===== src/rtl/float_accumulator_e4m3.sv =====
// Streaming E4M3 accumulator: align, add and normalize one step per cycle, emit the sum on the last element.
// Define FLOAT_ACC_RNE_EN for round-to-nearest-even output conversion; the default build truncates.
module float_accumulator_e4m3 #(
  parameter int BIAS = 7
) (
  input  logic              clock,
  input  logic              reset,
  input  logic [7:0]        in_data,
  input  logic              in_valid,
  input  logic              in_last,
  output logic              in_ready,
  output logic [7:0]        out_data,
  output logic              out_valid,
  input  logic              out_ready,
  output logic [2:0]        dbg_state,
  output logic signed [5:0] dbg_exp
);

  // Handshakes: a transfer occurs on a rising edge where valid and ready are both high;
  // a valid source holds its data stable until that edge.
  typedef enum logic [2:0] {S_IDLE, S_ALIGN, S_ADD, S_NORM, S_OUT} state_t;

  state_t      r_state;
  logic        r_acc_s, r_acc_zero;
  logic [4:0]  r_acc_e;
  logic [7:0]  r_acc_m;
  logic        r_op_s, r_op_zero, r_last;
  logic [3:0]  r_op_e;
  logic [7:0]  r_op_m;
  logic [7:0]  r_out_data;
  logic        r_out_valid;

  logic        w_acc_ge;
  logic [4:0]  w_diff;
  logic [8:0]  w_sum;
  logic        w_norm_exit;
  logic [4:0]  w_fin_e;
  logic [7:0]  w_fin_m;
  logic [6:0]  w_code;
  logic [7:0]  w_conv;
  logic        w_unused_bits;

  function automatic logic [7:0] shr8(input logic [7:0] m, input logic [4:0] d);
    return (d >= 5'd8) ? 8'h00 : (m >> d[2:0]);
  endfunction

  assign in_ready  = (r_state == S_IDLE) && reset;
  assign out_data  = r_out_data;
  assign out_valid = r_out_valid;
  assign dbg_state = r_state;
  assign dbg_exp   = 6'(r_acc_e) - 6'(BIAS);

  assign w_acc_ge    = r_acc_e >= {1'b0, r_op_e};
  assign w_diff      = w_acc_ge ? (r_acc_e - {1'b0, r_op_e}) : ({1'b0, r_op_e} - r_acc_e);
  assign w_sum       = {1'b0, r_acc_m} + {1'b0, r_op_m};
  assign w_norm_exit = r_acc_zero || r_acc_m[7] || (r_acc_e > 5'd15);

  // Saturated view of the accumulator and its E4M3 encoding, used when leaving NORM.
  always_comb begin
    w_fin_e = r_acc_e;
    w_fin_m = r_acc_m;
    if (r_acc_e > 5'd15) begin
      w_fin_e = 5'd15;
      w_fin_m = 8'hFF;
    end
    w_code = {w_fin_e[3:0], w_fin_m[6:4]};
`ifdef FLOAT_ACC_RNE_EN
    if (w_fin_m[3] && ((|w_fin_m[2:0]) || w_fin_m[4]) && (w_code != 7'h7F))
      w_code = w_code + 7'd1;
`endif
    w_conv = r_acc_zero ? 8'h00 : {r_acc_s, w_code};
  end

  assign w_unused_bits = ^{w_fin_e[4], w_fin_m[7], w_fin_m[3:0]};

  always_ff @(posedge clock) begin
    if (!reset) begin
      r_state     <= S_IDLE;
      r_acc_s     <= 1'b0;
      r_acc_e     <= 5'd0;
      r_acc_m     <= 8'h00;
      r_acc_zero  <= 1'b1;
      r_op_s      <= 1'b0;
      r_op_e      <= 4'd0;
      r_op_m      <= 8'h00;
      r_op_zero   <= 1'b1;
      r_last      <= 1'b0;
      r_out_data  <= 8'h00;
      r_out_valid <= 1'b0;
    end else begin
      case (r_state)
        S_IDLE: begin
          if (in_valid) begin
            r_op_s    <= in_data[7];
            r_op_e    <= in_data[6:3];
            r_op_m    <= {1'b1, in_data[2:0], 4'b0000};
            r_op_zero <= (in_data[6:0] == 7'd0);
            r_last    <= in_last;
            r_state   <= S_ALIGN;
          end
        end
        S_ALIGN: begin
          if (r_op_zero) begin
            r_state <= S_NORM;
          end else if (r_acc_zero) begin
            r_acc_s    <= r_op_s;
            r_acc_e    <= {1'b0, r_op_e};
            r_acc_m    <= r_op_m;
            r_acc_zero <= 1'b0;
            r_state    <= S_NORM;
          end else begin
            if (w_acc_ge) begin
              r_op_m <= shr8(r_op_m, w_diff);
            end else begin
              r_acc_m <= shr8(r_acc_m, w_diff);
              r_acc_e <= {1'b0, r_op_e};
            end
            r_state <= S_ADD;
          end
        end
        S_ADD: begin
          if (r_acc_s == r_op_s) begin
            if (w_sum[8]) begin
              r_acc_m <= w_sum[8:1];
              r_acc_e <= r_acc_e + 5'd1;
            end else begin
              r_acc_m <= w_sum[7:0];
            end
          end else if (r_acc_m > r_op_m) begin
            r_acc_m <= r_acc_m - r_op_m;
          end else if (r_acc_m < r_op_m) begin
            r_acc_m <= r_op_m - r_acc_m;
            r_acc_s <= r_op_s;
          end else begin
            r_acc_zero <= 1'b1;
            r_acc_s    <= 1'b0;
            r_acc_e    <= 5'd0;
            r_acc_m    <= 8'h00;
          end
          r_state <= S_NORM;
        end
        S_NORM: begin
          if (w_norm_exit) begin
            r_acc_e <= w_fin_e;
            r_acc_m <= w_fin_m;
            if (r_last) begin
              r_out_data  <= w_conv;
              r_out_valid <= 1'b1;
              r_state     <= S_OUT;
            end else begin
              r_state <= S_IDLE;
            end
          end else if ((r_acc_e == 5'd0) || ((r_acc_e == 5'd1) && !r_acc_m[6])) begin
            // Exponent would land on 0 with the mantissa still unnormalized.
            r_acc_zero <= 1'b1;
            r_acc_s    <= 1'b0;
            r_acc_e    <= 5'd0;
            r_acc_m    <= 8'h00;
          end else begin
            r_acc_m <= {r_acc_m[6:0], 1'b0};
            r_acc_e <= r_acc_e - 5'd1;
          end
        end
        S_OUT: begin
          if (out_ready) begin
            r_out_valid <= 1'b0;
            r_acc_zero  <= 1'b1;
            r_acc_s     <= 1'b0;
            r_acc_e     <= 5'd0;
            r_acc_m     <= 8'h00;
            r_state     <= S_IDLE;
          end
        end
        default: r_state <= S_IDLE;
      endcase
    end
  end

endmodule


===== config.mk =====
export PLATFORM = sky130hd
export DESIGN_NAME = float_accumulator_e4m3
export DESIGN_NICKNAME = d
export VERILOG_FILES = /design/src/rtl/float_accumulator_e4m3.sv
export SDC_FILE = /design/constraint.sdc
export NUM_CORES = 1
export LEC_CHECK = 0
export ABC_AREA = 1
export CAP_MARGIN = 20
export CORE_UTILIZATION = 35
export CTS_CLUSTER_DIAMETER = 30
export DETAILED_ROUTE_END_ITERATION = 12
export DONT_BUFFER_PORTS = 1
export HOLD_SLACK_MARGIN = 0.02
export RECOVER_POWER = 25
export SKIP_LAST_GASP = 1
export SYNTH_ARGS = -nofsm -noshare
export SYNTH_HDL_FRONTEND = slang
export SYNTH_SLANG_ARGS = --single-unit

===== constraint.sdc =====
create_clock -name clock -period 2.8 [get_ports clock]
set_input_delay 0 -clock clock [delete_from_list [all_inputs] [get_ports clock]]
set_output_delay 0 -clock clock [all_outputs]
set_load 0.005 [all_outputs]

==> results.md <==
* Detailed Routing Iterations Pass 1 at 6
* Global-route wire length before repair at 25.2 mm
* CP delay by family, top: simple AND/OR/NAND/NOR gates
* Number of global-route vias before repair at 4,677
* Primary FF master, synth: dfxtp_1
* Data required time of the worst path at 2.99 ns
* Sequential-to-total area share from yosys stat at 18.8%
* Startpoint types: register
* # DRC at 0
* CP Depth at 13
* I/O pins at 32
* Min-delay worst type: input port to register
* Unique cell type count in the Yosys netlist at 45
* Final Cycle Share at 95.6%
* CP bufs+invs at 2
* Num CTS Buffers at 5
* Peak supply drop at 0.424 mV
* Slew HR at 38.8%
* Status: complete, no violations
* Crit path cell chain: inv_1 -> ha_1 -> nand2_1 -> nor2_1 -> nand4_1 -> nand2_1 -> inv_1 -> nand2_1 -> o21ai_0 -> nand2_1 -> nand4_1 -> nand2_1 -> a21oi_1
* Clk buf depth at 2
* CTS tree: built
* Reg-to-reg slack, setup at 0.12 ns
* Synth-to-Final Area Change at 12.5%
* Syn Nets at 775
* Largest net degree at the start of global routing at 27
* Seq cells post-synth at 42
* CP dominant cell by count: nand2_1
* Tmin final at 2.68 ns
* Max Freq at 0.374 GHz
* Pwr per Cell Area at 900 nW/um^2
* Max Cap Violations at 0
* Slowest stage delay, CP at 0.58 ns
* R2r endpoint: r_acc_m[3]$_SDFFE_PN0P_
* DRT antenna net count at 0
* Initial antenna violation count at 0
* Synth warn at 0
* Crit path DAT at 2.86 ns
* Crit-path slowest cell: dfxtp_1
* CTS sink cnt at 42
* DP Wirelength at 12.3 mm
* Worst reg2reg path startpoint: r_acc_m[6]$_SDFFE_PN0P_
* Worst-path clk slew at 0.07 ns
* Slew Viols, Final at 0
* Final setup fails at 0
* Via/cell ratio at 5.40
* Ant. Diodes at 0
* Die Y at 115 um
* Worst skew pair latency at 0.30 ns
* DRT iter0 DRCs at 365
* Post-Syn Area at 4480 sq um
* Final wirelength at 15.6 mm
* GPL Wtd Cong at 0.945
* Cells after Synth at 722
* Setup_tns at 0 ns
* LEAKAGE at 2.35 nW
* Core Region at 12,300 sq um
* Cells on worst reg2reg path at 13
* Number of port buffers at 0
* DIE AREA at 13,200 sq um
* Fin. Hold Viols at 0
* Syn avg cell area at 6.20 sq um
* CP max FO at 6
* Total power at 4.53 mW
* EDFF count, synth at 0
* CTS Root Cell: clkbuf_16
* Async SR Flop Fraction at 0%
* Starting Density at 36.5%
* Setup crit end kind: register
* H-tree levels at 2
* Grt total ovfl at 0
* CP Launch Point: r_acc_m[6]$_SDFFE_PN0P_
* Die Wd at 115 um
* Layout net count at 797
* CP Capture Point: r_acc_m[3]$_SDFFE_PN0P_
* Crit path kind: register to register
* # rows at 40
* Total number of vias at 4,932
* GRT Overall Usage at 24.8%
* RSZ-0062 raised after global routing: false
* Clock skew at 0.00466 ns
* Layout cell share with drive strength beyond 1 at 10.2%
* Worst Tran Pin Value at 0.913 ns
* WL/cell at 17.1 um
==> per-stage QoR <==
step | instances | worst slack, ns | utilization [%] | hold WS, ns | cell area [sq um]
CTS | 912 | 0.0845 | 41.0 | 0.0205 | 5030
detailed placement | 892 | 0.0975 | 38.4 | 0.108 | 4710
global route | 913 | 0.00580 | 41.1 | 0.0755 | 5040
finish | 913 | 0.124 | 41.1 | 0.0485 | 5040
floorplan | 722 | 0.620 | - | 0.138 | 4480
global placement | 892 | 0.0561 | 38.4 | 0.105 | 4710
==> routing by layer <==
| metal | wire (um) | up-vias | GRT usage [%] |
|---|---|---|---|
| met5 | 0 | - | 0 |
| met4 | 371 | 0 | 7.01 |
| met3 | 783 | 24 | 3.06 |
| met2 | 7250 | 187 | 42.4 |
| met1 | 7240 | 2301 | 32.7 |
| li1 | - | 2420 | - |
==> sequential cells by signal, summed over array words and instances (netlist names), 3 cells and up <==
register / cells
out_data: 8
r_acc_m: 8
r_op_m: 8
r_acc_e: 5
r_op_e: 4
dbg_state: 3
==> power breakdown <==
part,internal [mW],switching (mW)
logic,0.919,2.01
registers,0.683,0.128
clock network,0.514,0.280
total,2.12,2.42
==> synth_stat cells (3+ instances only) <==
library cell	count	area, sq um
nor2_4	5	56.3
o22ai_1	3	18.8
nand3_1	83	415
a31oi_1	3	18.8
o21ai_1	7	35.0
fa_1	5	100
o211ai_1	5	37.5
xor2_1	14	123
dfxtp_1	42	841
o31ai_1	3	22.5
nand2_1	168	631
o21ai_0	45	225
buf_4	3	22.5
clkbuf_1	7	26.3
nand4_1	16	100
a211oi_1	3	22.5
buf_6	5	56.3
nor2_2	5	31.3
inv_1	89	334
xnor2_1	3	26.3
nor2_1	50	188
nand2_2	18	113
a21oi_1	71	355
ha_1	35	438
nand2_4	3	33.8
inv_2	8	30.0
==> how the worst min path moves through the flow <==
stage,from,end,slack [ns],cells past startpoint
after floorplan,reset,r_acc_m[2]$_SDFFE_PN0P_,0.14,2
after global placement,reset,dbg_state[0]$_SDFFE_PN0P_,0.11,2
after detailed placement,reset,dbg_state[0]$_SDFFE_PN0P_,0.11,2
after CTS,in_valid,dbg_state[0]$_SDFFE_PN0P_,0.02,4
after global routing,in_valid,dbg_state[0]$_SDFFE_PN0P_,0.08,4
final,in_valid,dbg_state[0]$_SDFFE_PN0P_,0.05,4
==> repair_timing <==
action | in CTS | in global routing
buffers inserted | 0 | 1
endpoints found under the setup margin | 0 | 11
gates resized for setup | 0 | 4
hold endpoints to repair | 21 | 0
hold buffers | 12 | 0
==> worst min-delay path: cells and delay by family <==
family                 cells  cell delay [ns]
AND/OR/NAND/NOR            2             0.18
AO/OA/AOI/OAI              1             0.09
buffers and inverters      1             0.03
==> layout make-up <==
cell class | instances | area, sq um
multi-input cells | 564 | 3150
fillers | 1347 | 7230
flip-flops and latches | 42 | 843
well taps | 168 | 210
inverters | 99 | 372
clock buffers | 5 | 125
clock inverters | 3 | 68.8
repair buffers | 32 | 267
==> logic make-up after synthesis <==
group                    Yosys count  share of synthesized area (%)
AND/OR/NAND/NOR                  357                           36.4
AO/OA/AOI/OAI                    150                           18.6
buffers and inverters            116                           10.9
flip-flops                        42                           18.8
adder cells (fa/ha/maj)           40                           12.0
XOR/XNOR                          17                           3.33
==> layout by cell type (no fill, tap or decap), types with 2 or more instances in the layout <==
| cell | count |
|---|---|
| a21oi_1 | 71 |
| xor2_1 | 14 |
| nand4_1 | 16 |
| o21ai_0 | 45 |
| fa_1 | 5 |
| nor2_2 | 5 |
| inv_1 | 88 |
| bufinv_16 | 2 |
| nand2_1 | 167 |
| o22ai_1 | 3 |
| clkbuf_16 | 5 |
| o31ai_1 | 3 |
| dlygate4sd3_1 | 12 |
| dfxtp_1 | 40 |
| a211oi_1 | 3 |
| nor2_1 | 50 |
| inv_2 | 9 |
| nand2_2 | 19 |
| ha_1 | 35 |
| o21ai_1 | 7 |
| a31oi_1 | 3 |
| nor2_4 | 5 |
| nand2_4 | 3 |
| nand3_1 | 83 |
| buf_4 | 19 |
| or2_0 | 2 |
| o21bai_1 | 2 |
| o211ai_1 | 5 |
| dfxtp_2 | 2 |
| clkinv_1 | 2 |
| xnor2_1 | 3 |
No activity file was read; power rests on OpenSTA's default activity.
